===== src/rtl/fetch_pkg.sv =====
// fetch_pkg: shared state encodings, default widths and the NOP filler word
// for the instruction fetch stage.
package fetch_pkg;
  localparam int ADDR_W = 5;
  localparam int DATA_W = 32;
  localparam int FIFO_D = 2;
  localparam logic [31:0] NOP_INSTR = 32'h00000013;
  typedef enum logic [1:0] {
    IDLE     = 2'd0,
    WAIT_RSP = 2'd1,
    DROP     = 2'd2
  } state_e;
endpackage


===== src/rtl/fetch_fifo.sv =====
// fetch_fifo: DEPTH-entry instruction buffer holding {instr, pc}; head reads
// as zero when empty and flush empties it in one cycle.
module fetch_fifo #(
  parameter int DEPTH = 2,
  parameter int WIDTH = 37
) (
  input  logic                     clk,
  input  logic                     rst,
  input  logic                     push,
  input  logic                     pop,
  input  logic                     flush,
  input  logic [WIDTH-1:0]         din,
  output logic [WIDTH-1:0]         dout,
  output logic                     full,
  output logic                     empty,
  output logic [$clog2(DEPTH):0]   count
);
  localparam int AW = $clog2(DEPTH);
  logic [WIDTH-1:0] r_mem [DEPTH];
  logic [AW-1:0]    r_wp, r_rp;
  logic [AW:0]      r_cnt;
  logic             w_push, w_pop;
  assign w_push = push & ~full & ~flush;
  assign w_pop  = pop & ~empty;
  assign count  = r_cnt;
  assign full   = r_cnt == (AW+1)'(DEPTH);
  assign empty  = r_cnt == '0;
  assign dout   = empty ? '0 : r_mem[r_rp];
  always_ff @(posedge clk or negedge rst)
    if (!rst) begin
      r_wp  <= '0;
      r_rp  <= '0;
      r_cnt <= '0;
    end else if (flush) begin
      r_wp  <= '0;
      r_rp  <= '0;
      r_cnt <= '0;
    end else begin
      if (w_push) r_wp <= r_wp + 1'b1;
      if (w_pop) r_rp <= r_rp + 1'b1;
      r_cnt <= r_cnt + (AW+1)'(w_push) - (AW+1)'(w_pop);
    end
  always_ff @(posedge clk)
    if (w_push) r_mem[r_wp] <= din;
endmodule


===== src/rtl/fetch_unit.sv =====
// fetch_unit: one-outstanding-request instruction fetch with redirect flush.
// Define FETCH_BYPASS_EN to forward a response straight to decode when the buffer is empty.
module fetch_unit
  import fetch_pkg::*;
#(
  parameter int ADDR_WIDTH = ADDR_W,
  parameter int DATA_WIDTH = DATA_W,
  parameter int FIFO_DEPTH = FIFO_D
) (
  input  logic                  clk,
  input  logic                  rst,
  input  logic [ADDR_WIDTH-1:0] pc_in,
  output logic                  pc_enab,
  output logic                  pc_load,
  output logic [ADDR_WIDTH-1:0] pc_load_val,
  output logic                  imem_req_valid,
  input  logic                  imem_req_ready,
  output logic [ADDR_WIDTH-1:0] imem_req_addr,
  input  logic                  imem_rsp_valid,
  input  logic [DATA_WIDTH-1:0] imem_rsp_data,
  input  logic                  redirect_valid,
  input  logic [ADDR_WIDTH-1:0] redirect_pc,
  output logic                  if_valid,
  input  logic                  if_ready,
  output logic [DATA_WIDTH-1:0] if_instr,
  output logic [ADDR_WIDTH-1:0] if_pc
);
  localparam int CW = $clog2(FIFO_DEPTH) + 1;
  state_e                          r_state, w_next;
  logic [ADDR_WIDTH-1:0]           r_req_pc;
  logic                            w_full, w_empty, w_push, w_pop, w_rsp, w_byp;
  logic [CW-1:0]                   w_count;
  logic [DATA_WIDTH+ADDR_WIDTH-1:0] w_head;
  assign w_rsp = imem_rsp_valid & ~redirect_valid & (r_state == WAIT_RSP);
`ifdef FETCH_BYPASS_EN
  assign w_byp = w_rsp & w_empty;
`else
  assign w_byp = 1'b0;
`endif
  // issue looks only at the registered count, so a same-cycle pop never frees a slot early
  assign imem_req_valid = rst & (r_state == IDLE) & (w_count < CW'(FIFO_DEPTH)) & ~redirect_valid;
  assign imem_req_addr  = imem_req_valid ? pc_in : '0;
  assign pc_enab        = imem_req_valid & imem_req_ready;
  assign pc_load        = rst & redirect_valid;
  assign pc_load_val    = pc_load ? redirect_pc : '0;
  assign if_valid       = ~w_empty | w_byp;
  assign {if_instr, if_pc} = ~w_empty ? w_head : w_byp ? {imem_rsp_data, r_req_pc} : '0;
  assign w_pop  = ~w_empty & if_ready & ~redirect_valid;
  assign w_push = w_rsp & ~w_full & ~(w_byp & if_ready);
  fetch_fifo #(.DEPTH(FIFO_DEPTH), .WIDTH(DATA_WIDTH + ADDR_WIDTH)) u_fifo (
    .clk   (clk),
    .rst   (rst),
    .push  (w_push),
    .pop   (w_pop),
    .flush (redirect_valid),
    .din   ({imem_rsp_data, r_req_pc}),
    .dout  (w_head),
    .full  (w_full),
    .empty (w_empty),
    .count (w_count)
  );
  always_ff @(posedge clk or negedge rst)
    if (!rst) begin
      r_state  <= IDLE;
      r_req_pc <= '0;
    end else begin
      r_state <= w_next;
      if (pc_enab) r_req_pc <= pc_in;
    end
  // a redirect while waiting leaves the response in flight, so it must be dropped later
  always_comb begin
    w_next = r_state;
    case (r_state)
      IDLE:     w_next = pc_enab ? WAIT_RSP : IDLE;
      WAIT_RSP: w_next = imem_rsp_valid ? IDLE : redirect_valid ? DROP : WAIT_RSP;
      DROP:     w_next = imem_rsp_valid ? IDLE : DROP;
      default:  w_next = IDLE;
    endcase
  end
endmodule


===== config.mk =====
export PLATFORM = sky130hd
export DESIGN_NAME = fetch_unit
export DESIGN_NICKNAME = d
export VERILOG_FILES = /design/src/rtl/fetch_pkg.sv /design/src/rtl/fetch_fifo.sv /design/src/rtl/fetch_unit.sv
export SDC_FILE = /design/constraint.sdc
export NUM_CORES = 1
export LEC_CHECK = 0
export ABC_AREA = 0
export CORE_MARGIN = 2
export CORE_UTILIZATION = 43
export CTS_BUF_LIST = sky130_fd_sc_hd__clkbuf_4 sky130_fd_sc_hd__clkbuf_8
export DETAILED_ROUTE_END_ITERATION = 12
export GPL_TIMING_DRIVEN = 1
export HOLD_SLACK_MARGIN = 0.06
export PLACE_DENSITY_LB_ADDON = 0.25
export SLEW_MARGIN = 20
export SYNTH_ARGS = -nofsm -noshare
export SYNTH_HDL_FRONTEND = slang
export SYNTH_SLANG_ARGS = --single-unit

===== constraint.sdc =====
create_clock -name clk -period 4.8 [get_ports clk]
set_clock_uncertainty 0.2 [all_clocks]
set_input_delay 0.96 -clock clk [delete_from_list [all_inputs] [get_ports clk]]
set_output_delay 0.96 -clock clk [all_outputs]
set_load 0.005 [all_outputs]

==> results.json <==
{
  "synth_top_area_share": 0.652,
  "cp.required_ns": 3.64,
  "start_util": 0.443,
  "synth_top_family_by_area": "multiplexers",
  "placed_area_um2": 4520,
  "clk-insertion-delay-late_ns": 0.35,
  "ys_top_cells_by_area": "edfxtp_1 (65%), mux2i_1 (11%), dfrtp_1 (8.1%)",
  "path_common_cell": "clkdlybuf4s50_1",
  "powerDensity_nw_per_um2": 329,
  "cts-root-buf": "clkbuf_8",
  "fin_crit_ns": 4.02,
  "synth-simple-area-share": 0.0929,
  "fin_nets": 367,
  "grt_pass1_vias": 2066,
  "crit_type": "input port to output pin",
  "setup_viol": 0,
  "diodes": 0,
  "ios": 99,
  "startpoint_type": "input port",
  "ys_seq_elements": 85,
  "syn2layout_area_growth_pct": 39.1,
  "core_area_um2": 7690,
  "synth_compound_area_frac": 0.00514,
  "slew_headroom": 0.368,
  "leakage_nw": 1.64,
  "cp_slowest_cell": "clkdlybuf4s50_1",
  "synth_cell_type_count": 24,
  "dp_hpwl_um": 3940,
  "synthMuxAreaShare": 0.134,
  "cts_made_buffers": 9,
  "clock_path_buffers": 2,
  "hold_path_class": "flop to flop",
  "ant_nets": 0,
  "drive_above_1_share": 0.0901,
  "row_count": 32,
  "cp_cell_sequence": "clkdlybuf4s50_1 > nor4_4 > and3_1 > clkdlybuf4s50_1",
  "grt-ovfl-total": 0,
  "portBuffers": 98,
  "async_flop_share": 0.129,
  "hold_viol": 0,
  "path_clk_slew_ns": 0.09,
  "drv_slew": 0,
  "synth_area_um2": 3410,
  "antenna_found_initial": 0,
  "synth.avg_cell_area_um2": 15.9,
  "drc": 0,
  "yosysMostFrequentCell": "edfxtp_1",
  "fin_crit_sh": 0.837,
  "post_cts_buffers": 0,
  "synth-edff-count": 74,
  "synthAdderAreaFrac": 0.00734,
  "design_area_um2": 4740,
  "cts_tree": "done",
  "dieArea_um2": 8650,
  "ir_drop_uv": 179,
  "first_iter_violations": 66,
  "synth_xor_area_frac": 0.00771,
  "worst-r2r-setup-slack_ns": 2.42,
  "endpoint_kind": "output pin",
  "routed_wl_um": 6320,
  "ys.flop_type": "edfxtp_1",
  "drt-wirelength-per-cell_um": 14.9,
  "crit_fanout": 14,
  "yosys.area.top_type": "edfxtp_1",
  "fmax_mhz": 249,
  "place_congestion": 0.668,
  "ys_seq_area_frac": 0.733,
  "status": "complete, no violations",
  "vias_per_cell": 4.83,
  "fill_cells": 593,
  "worstMarginPinSlew_ns": 0.945,
  "synth_commonest_cells": "edfxtp_1 (74), nor2_1 (41), mux2i_1 (38), and3_1 (12), dfrtp_1 (11)",
  "cts_resized": 0,
  "setup-tns-final_ns": 0,
  "postCtsHoldBufs": 0,
  "regArea_um2": 2500,
  "htree_levels": 3,
  "multiInputGateArea_um2": 857,
  "rsz0062_at_grt": "no",
  "grt_max_degree": 39,
  "track_usage": 0.156,
  "dieWidth_um": 93.0,
  "min_path_cells": 0,
  "vias": 2050,
  "die_h_um": 93.0,
  "grt_pass1_wl_um": 10200,
  "final_core_util": 0.617,
  "cts.sink_count": 85,
  "drv_cap": 0,
  "cp.arrival_ns": 2.86,
  "synth_nets": 265,
  "ys_warn_count": 0,
  "drt-pass1-iter-count": 4,
  "synth_cells": 215,
  "crit_path_max_incr_delay_ns": 0.63,
  "reg2reg_depth": 4
}
cell type report:
type / instances / area share
multi-input cells: 115 / 0.181
clock inverters: 6 / 0.0182
inverters: 4 / 0.00317
well taps: 102 / 0.0269
flip-flops and latches: 85 / 0.527
clock buffers: 10 / 0.0277
repair buffers: 102 / 0.216
flip-flops by register name, summed over array words and instances, names as in the netlist:
register / flops
u_fifo.r_mem: 74
r_state: 2
r_req_pc: 5
u_fifo.count: 2
u_fifo.r_rp: 1
u_fifo.r_wp: 1
cells by family after synthesis:
| group | count (synthesis) |
|---|---|
| buffers and inverters | 15 |
| adders and majority gates | 2 |
| AOI/OAI and AO/OA | 3 |
| and+or+nand+nor | 64 |
| muxes | 43 |
| xor gates and xnor gates | 3 |
| DFF | 85 |
stage by stage:
step	hold WS, ns	worst slack [ns]	power [mW]	std cells
floorplan	0.242	1.06	0.926	215
global placement	0.265	0.832	1.02	408
detailed placement	0.290	0.786	1.03	408
CTS	0.305	0.778	1.58	424
global route	0.329	0.634	1.62	424
finish	0.300	0.785	1.56	424
worst paths after layout:
check                                     from                   to
worst max-delay path            redirect_valid              pc_enab
worst min-delay path               r_req_pc[2]   u_fifo.r_mem[1][2]
worst max register to register      r_state[1]  u_fifo.r_mem[0][12]
worst min register to register     r_req_pc[2]   u_fifo.r_mem[1][2]
max in group asynchronous                  rst          u_fifo.r_rp
min in group asynchronous                  rst          r_req_pc[0]
worst max-delay path, delay by kind of cell:
family | cells | cell delay [ns]
buffers and inverters | 2 | 1.14
and+or+nand+nor | 2 | 0.74
cells in the final DEF (no fill, tap or decap), drive strengths merged:
cell,n
inv,5
xnor2,1
nor3b,1
clkdlybuf4s50,98
a21oi,1
buf,4
xor2,2
dfrtp,11
clkinv,3
clkbuf,10
mux2,5
nor2,41
bufinv,2
mux2i,38
ha,2
edfxtp,74
and2,3
o21ai,1
nor4,1
and2b,1
nand3b,1
nor2b,1
a21o,1
and3,12
nand2b,3
power breakdown:
part	switching, mW	internal (mW)
combinational	0.0529	0.105
sequential	0.0240	0.829
clock	0.251	0.299
layer usage:
layer,share of wire,vias up,routed length (um),track usage
li1,-,983,-,-
met1,0.44,985,2770,0.209
met2,0.48,72,3050,0.247
met3,0.059,10,375,0.0322
met4,0.018,0,115,0.0735
met5,0,-,0,0
No activity file was read; power rests on OpenSTA's default activity.
